==> src/rtl/hssi_ets_pkg.sv <==
// Shared constants and helpers for the egress timestamp fingerprint tracker.
package hssi_ets_pkg;

  localparam int TS_WIDTH      = 96;
  localparam int AVST_FP_WIDTH = 32;

  // True when every returned fingerprint bit at or above 'width' is zero.
  function automatic logic fp_upper_clear(input logic [AVST_FP_WIDTH-1:0] fp,
                                          input int unsigned             width);
    logic [AVST_FP_WIDTH-1:0] mask;
    mask = {AVST_FP_WIDTH{1'b1}} << width;
    return (fp & mask) == '0;
  endfunction

endpackage

==> src/rtl/hssi_ets_fp_fifo.sv <==
// Show-ahead FIFO holding the pending {fp, tag} entries in issue order.
module hssi_ets_fp_fifo #(
  parameter int WIDTH = 24,
  parameter int DEPTH = 16
) (
  input  logic                     clk,
  input  logic                     rst_n,
  input  logic                     i_push,
  input  logic [WIDTH-1:0]         i_data,
  input  logic                     i_pop,
  output logic [WIDTH-1:0]         o_data,
  output logic                     o_full,
  output logic                     o_empty,
  output logic [$clog2(DEPTH):0]   o_count
);

  localparam int AW = $clog2(DEPTH);

  logic [WIDTH-1:0] r_mem [DEPTH];
  logic [AW-1:0]    r_wr_ptr;
  logic [AW-1:0]    r_rd_ptr;
  logic [AW:0]      r_count;
  logic             w_push;
  logic             w_pop;

  assign w_push = i_push & ~o_full;
  assign w_pop  = i_pop & ~o_empty;

  // NOTE: storage has no reset; validity is tracked by the pointers and count alone.
  always_ff @(posedge clk) begin
    if (w_push) r_mem[r_wr_ptr] <= i_data;
  end

  // NOTE: all state updates use non-blocking assignments so every flop samples pre-edge values.
  always_ff @(posedge clk or negedge rst_n) begin
    if (!rst_n) begin
      r_wr_ptr <= '0;
      r_rd_ptr <= '0;
      r_count  <= '0;
    end else begin
      if (w_push) r_wr_ptr <= r_wr_ptr + AW'(1);
      if (w_pop)  r_rd_ptr <= r_rd_ptr + AW'(1);
      case ({w_push, w_pop})
        2'b10:   r_count <= r_count + (AW+1)'(1);
        2'b01:   r_count <= r_count - (AW+1)'(1);
        default: r_count <= r_count;
      endcase
    end
  end

  assign o_data  = r_mem[r_rd_ptr];
  assign o_full  = (r_count == (AW+1)'(DEPTH));
  assign o_empty = (r_count == '0);
  assign o_count = r_count;

endmodule

==> src/rtl/hssi_ets_fp_tracker.sv <==
// Issues egress-timestamp fingerprints, matches MAC returns against the oldest pending
// request and hands {tag, timestamp} to the consumer with mismatch/timeout/overflow reporting.
module hssi_ets_fp_tracker
  import hssi_ets_pkg::*;
#(
  parameter int FP_WIDTH       = 8,
  parameter int TAG_WIDTH      = 16,
  parameter int DEPTH          = 16,
  parameter int TIMEOUT_CYCLES = 4096
) (
  input  logic                       clk,
  input  logic                       rst_n,
  input  logic                       req_valid,
  input  logic [TAG_WIDTH-1:0]       req_tag,
  output logic                       req_ready,
  output logic                       ets_valid,
  output logic [FP_WIDTH-1:0]        ets_fp,
  input  logic                       ts_valid,
  input  logic [TS_WIDTH-1:0]        ts_data,
  input  logic [AVST_FP_WIDTH-1:0]   ts_fp,
  output logic                       out_valid,
  input  logic                       out_ready,
  output logic [TAG_WIDTH-1:0]       out_tag,
  output logic [TS_WIDTH-1:0]        out_ts,
  output logic [$clog2(DEPTH):0]     pending_cnt,
  output logic                       err_mismatch,
  output logic                       err_timeout,
  output logic                       err_overflow
);

  localparam int TO_W = $clog2(TIMEOUT_CYCLES);

  typedef struct packed {
    logic [FP_WIDTH-1:0]  fp;
    logic [TAG_WIDTH-1:0] tag;
  } entry_t;

  entry_t                 w_push_entry;
  entry_t                 w_head;
  logic                   w_full;
  logic                   w_empty;
  logic                   w_grant;
  logic                   w_fp_hit;
  logic                   w_match;
  logic                   w_timeout;
  logic                   w_pop;
  logic                   w_out_free;
  logic                   w_load;

  logic                   r_active;
  logic [FP_WIDTH-1:0]    r_fp_cnt;
  logic [TO_W-1:0]        r_to_cnt;
  logic                   r_out_valid;
  logic [TAG_WIDTH-1:0]   r_out_tag;
  logic [TS_WIDTH-1:0]    r_out_ts;
  logic                   r_err_mismatch;
  logic                   r_err_timeout;
  logic                   r_err_overflow;

  hssi_ets_fp_fifo #(
    .WIDTH (FP_WIDTH + TAG_WIDTH),
    .DEPTH (DEPTH)
  ) u_fifo (
    .clk     (clk),
    .rst_n   (rst_n),
    .i_push  (w_grant),
    .i_data  (w_push_entry),
    .i_pop   (w_pop),
    .o_data  (w_head),
    .o_full  (w_full),
    .o_empty (w_empty),
    .o_count (pending_cnt)
  );

  // Fullness is judged before any same-cycle pop, so a full table never accepts a request.
  assign req_ready    = r_active & ~w_full;
  assign w_grant      = req_valid & req_ready;
  assign ets_valid    = w_grant;
  assign ets_fp       = r_fp_cnt;
  assign w_push_entry = '{fp: r_fp_cnt, tag: req_tag};

  assign w_fp_hit   = (ts_fp[FP_WIDTH-1:0] == w_head.fp) && fp_upper_clear(ts_fp, FP_WIDTH);
  assign w_match    = ts_valid & ~w_empty & w_fp_hit;
  assign w_timeout  = ~w_empty & ~w_match & (r_to_cnt == TO_W'(TIMEOUT_CYCLES - 1));
  assign w_pop      = w_match | w_timeout;
  assign w_out_free = ~r_out_valid | out_ready;
  assign w_load     = w_match & w_out_free;

  always_ff @(posedge clk or negedge rst_n) begin
    if (!rst_n) begin
      r_active       <= 1'b0;
      r_fp_cnt       <= '0;
      r_to_cnt       <= '0;
      r_out_valid    <= 1'b0;
      r_out_tag      <= '0;
      r_out_ts       <= '0;
      r_err_mismatch <= 1'b0;
      r_err_timeout  <= 1'b0;
      r_err_overflow <= 1'b0;
    end else begin
      r_active <= 1'b1;
      if (w_grant) r_fp_cnt <= r_fp_cnt + FP_WIDTH'(1);

      // The head's age restarts whenever it changes or the table is idle.
      if (w_pop || w_empty) r_to_cnt <= '0;
      else                  r_to_cnt <= r_to_cnt + TO_W'(1);

      if (w_load) begin
        r_out_valid <= 1'b1;
        r_out_tag   <= w_head.tag;
        r_out_ts    <= ts_data;
      end else if (out_ready) begin
        r_out_valid <= 1'b0;
      end

      r_err_mismatch <= ts_valid & ~w_match;
      r_err_timeout  <= w_timeout;
      r_err_overflow <= w_match & ~w_out_free;
    end
  end

  assign out_valid    = r_out_valid;
  assign out_tag      = r_out_tag;
  assign out_ts       = r_out_ts;
  assign err_mismatch = r_err_mismatch;
  assign err_timeout  = r_err_timeout;
  assign err_overflow = r_err_overflow;

endmodule

==> config.mk <==
export PLATFORM = sky130hd
export DESIGN_NAME = hssi_ets_fp_tracker
export DESIGN_NICKNAME = d
export VERILOG_FILES = /design/src/rtl/hssi_ets_pkg.sv /design/src/rtl/hssi_ets_fp_fifo.sv /design/src/rtl/hssi_ets_fp_tracker.sv
export SDC_FILE = /design/constraint.sdc
export NUM_CORES = 1
export LEC_CHECK = 0
export BUFFER_PORTS_ARGS = -buffer_cell sky130_fd_sc_hd__clkbuf_2
export CORE_ASPECT_RATIO = 0.7
export CORE_MARGIN = 1
export CORE_UTILIZATION = 25
export CTS_BUF_LIST = sky130_fd_sc_hd__clkbuf_2
export CTS_CLUSTER_DIAMETER = 60
export CTS_CLUSTER_SIZE = 40
export DETAILED_ROUTE_END_ITERATION = 7
export HOLD_SLACK_MARGIN = 0.1
export SLEW_MARGIN = 25
export SYNTH_ARGS = -nofsm -noshare
export SYNTH_HDL_FRONTEND = slang
export SYNTH_HIERARCHICAL = 1
export SYNTH_SLANG_ARGS = --single-unit
==> constraint.sdc <==
create_clock -name clk -period 4.7 [get_ports clk]
set_input_delay 0.235 -clock clk [delete_from_list [all_inputs] [get_ports clk]]
set_output_delay 0.235 -clock clk [all_outputs]
set_load 0.005 [all_outputs]
==> results.sh <==
export IMPL_path_class="reg2reg"
export IMPL_die_height_um=245
export IMPL_fp_row_count=88
export IMPL_syn_to_final_growth_pct=34.7
export IMPL_worstPathCellList="buf_12, mux4_2, a22oi_1, nand2_1, xnor2_1, nand4_1, or4_4, o21ai_0, nor2b_2, ha_2, inv_1, fa_2, nor2b_1, o21ai_0, nand3_1, or3b_1, xnor2_1"
export IMPL_worstHoldPathType="in2reg"
export IMPL_place_gp_congestion=0.750
export IMPL_grt_pass1_wl_um=84900
export IMPL_numCtsBuffers=34
export IMPL_cp_max_fo=6
export IMPL_clock_latency_ns=1.30
export IMPL_drt_initial_drc_count=912
export IMPL_drt_wl_total_um=57800
export IMPL_drc=0
export IMPL_ys_async_sr_fraction_pct=28.1
export IMPL_grt_max_degree=96
export IMPL_rr_endpoint="u_fifo/o_count[4]"
export IMPL_syn_avg_cell_area_um2=18.5
export IMPL_fin_skew_ns=0.288
export IMPL_status="complete, no violations"
export IMPL_htreeDepth=2
export IMPL_worstPathArrival_ns=5.58
export IMPL_syn_area_mm2=0.0211
export IMPL_grt_ovfl_total=0
export IMPL_worstMarginPinSlew_ns=1.01
export IMPL_track_usage_pct=13.2
export IMPL_start_util_pct=25.5
export IMPL_synth_most_common_cell="edfxtp_1"
export IMPL_hold_viol_final=0
export IMPL_setup_tns_ns=0
export IMPL_clk_path_buf_depth=3
export IMPL_synth_edf_count=384
export IMPL_wl_per_cell_um=19.5
export IMPL_crit_required_ns=5.84
export IMPL_ant_nets=0
export IMPL_max_stage_delay_ns=0.61
export IMPL_max_freq_mhz=225
export IMPL_crit_slowest_cell="dfrtp_4"
export IMPL_reg2regPathDepth=17
export IMPL_synthCells=1143
export IMPL_synth_top_area_cell="edfxtp_1"
export IMPL_drive_above_1_share_pct=29.2
export IMPL_rsz0062_at_grt="false"
export IMPL_yosysUniqueCellTypes=48
export IMPL_synthTopCellsByCount="edfxtp_1, dfrtp_1, mux2i_1"
export IMPL_crit_start="u_fifo/r_rd_ptr[0]"
export IMPL_antenna_found_initial=4
export IMPL_dp_cells=2529
export IMPL_ir_worst_vdd_mv=0.181
export IMPL_cp_start_kind="flop"
export IMPL_synth_ff_type="edfxtp_1"
export IMPL_cts_tree="done"
export IMPL_grt_pass1_vias=13800
export IMPL_synth_yosys_warnings=6
export IMPL_drv_slew=0
export IMPL_worstSetupEndpoint="u_fifo/o_count[4]"
export IMPL_reg2reg_slack_ns=0.26
export IMPL_period_share_pct=94.4
export IMPL_setup_viol=0
export IMPL_crit_path_end_kind="flop"
export IMPL_hpwlAfterDp_um=31800
export IMPL_fin_cells=2967
export IMPL_p_per_area_mw_per_mm2=315
export IMPL_io_pins=280
export IMPL_vias_per_cell=4.38
export IMPL_vias=13000
export IMPL_cts_sinks=534
export IMPL_synth_area_leaders="edfxtp_1, dfrtp_1, mux4_2"
export IMPL_r2r_start="u_fifo/r_rd_ptr[0]"
export IMPL_path_clk_slew_ns=0.52
export IMPL_core_mm2=0.0830
export IMPL_netlist_area_leader_share_pct=54.6
export IMPL_dr_pass1_iters=5
export IMPL_die_x_um=350
export IMPL_dieArea_mm2=0.0857
export IMPL_cts_root_buf="clkbuf_2"
export IMPL_nets=1974
export IMPL_slew_headroom_pct=32.6
export IMPL_ys_ff_latch=534
export IMPL_cap_violations=0
export IMPL_fin_crit_ns=4.44
export IMPL_seq_area_frac_synth_pct=72.3
export IMPL_p_leak_uw=0.0121
export IMPL_io_buffers=279
export IMPL_synth_nets=1304
[how the worst min path moves through the flow]
stage,start,endpoint,slack (ns),depth (start not counted)
floorplan,rst_n,err_mismatch,-0.06,0
global placement,rst_n,out_ts[70],0.38,1
detailed placement,rst_n,out_ts[80],0.40,1
CTS,ts_fp[26],r_to_cnt[2],0.11,6
global route,ts_fp[26],r_to_cnt[4],0.20,6
finish,ts_fp[26],r_to_cnt[2],0.28,6
[worst max-delay path, delay by kind of cell (launching register included)]
kind                     cells  cell delay [ns]
AND/OR/NAND/NOR              7             1.71
flip-flops                   1             0.61
XOR/XNOR                     2             0.32
adder cells (fa/ha/maj)      2             0.58
AO/OA/AOI/OAI                3             0.39
buffers and inverters        2             0.23
multiplexers                 1             0.52
[kinds of logic after synthesis]
| family | after synthesis | share of synthesized area (%) |
|---|---|---|
| compound gates | 105 | 4.19 |
| simple gates | 126 | 2.98 |
| mux | 258 | 15.7 |
| xor+xnor | 35 | 1.45 |
| fa+ha+maj | 12 | 0.746 |
| buf+inv | 72 | 2.58 |
| flops | 534 | 72.3 |
| other cells | 1 | 0.0177 |
[layout by cell type (no fill, tap or decap), types with 5 or more instances in the layout]
master           n
mux2_2          33
nor2_1           9
nand4_1          7
buf_4           50
mux2_1          80
clkinv_16        9
nor3_1          12
nand3_1         11
nor2_2          12
ha_1            10
dfrtp_1        147
buf_12           5
o21ai_0         28
inv_1           12
xor2_1          11
dlygate4sd3_1  354
a221oi_1        25
xnor2_1         22
nand2_1         44
mux4_2          48
a22oi_1         24
edfxtp_1       384
clkbuf_2       315
mux2i_1         97
a221oi_2        23
nor4_1           6
[stage by stage]
stage	power, uW	worst slack (ns)	hold slack (ns)	util, %	cell area (um^2)
3_5_place_dp	6480	0.0730	0.396	28.8	23900
5_1_grt	9380	0.00388	0.200	34.3	28500
6_report	8980	0.263	0.278	34.3	28500
3_3_place_gp	6430	0.108	0.378	28.8	23900
4_1_cts	9090	0.0546	0.109	34.0	28200
2_1_floorplan	6040	0.330	-0.0606	-	21100
[state kept, by name, indices dropped and copies added, names as in the netlist]
name             flops
u_fifo/r_wr_ptr      4
out_valid            1
r_to_cnt            12
u_fifo/r_mem       384
err_mismatch         1
out_ts              96
err_overflow         1
out_tag             16
u_fifo/o_count       5
r_active             1
u_fifo/r_rd_ptr      4
ets_fp               8
err_timeout          1
[where the power goes]
| part | total (uW) | internal, uW | switching [uW] |
|---|---|---|---|
| registers | 5670 | 5430 | 244 |
| clock network | 2410 | 571 | 1840 |
| logic | 894 | 413 | 480 |
| total | 8980 | 6410 | 2570 |
[cell type report]
type,instances,area (um^2)
antenna,3,7.51
multi-input combinational,538,5450
sequential,534,15300
tap,1125,1410
inverter,12,45.0
fill,7849,54600
timing repair buffer,693,5550
clock inverter,25,531
clock buffer,37,185
[timing repair]
action,in CTS,in global routing
hold endpoints to repair,554,0
pin swaps,1,5
hold buffers,355,0
setup endpoints to repair,1,12
buffers inserted,1,13
gates resized for setup,1,12
cloned,0,4
[per-layer routing]
| metal | global-route usage, % | wire, um | part of all wire [%] | vias up |
|---|---|---|---|---|
| met5 | 0 | 27 | 0.047 | - |
| met4 | 5.02 | 2030 | 3.5 | 4 |
| met3 | 2.54 | 2760 | 4.8 | 134 |
| met2 | 22.3 | 29100 | 50 | 339 |
| met1 | 16.6 | 23900 | 41 | 6719 |
| li1 | - | - | - | 5805 |
(Power assumes the default switching activity.)
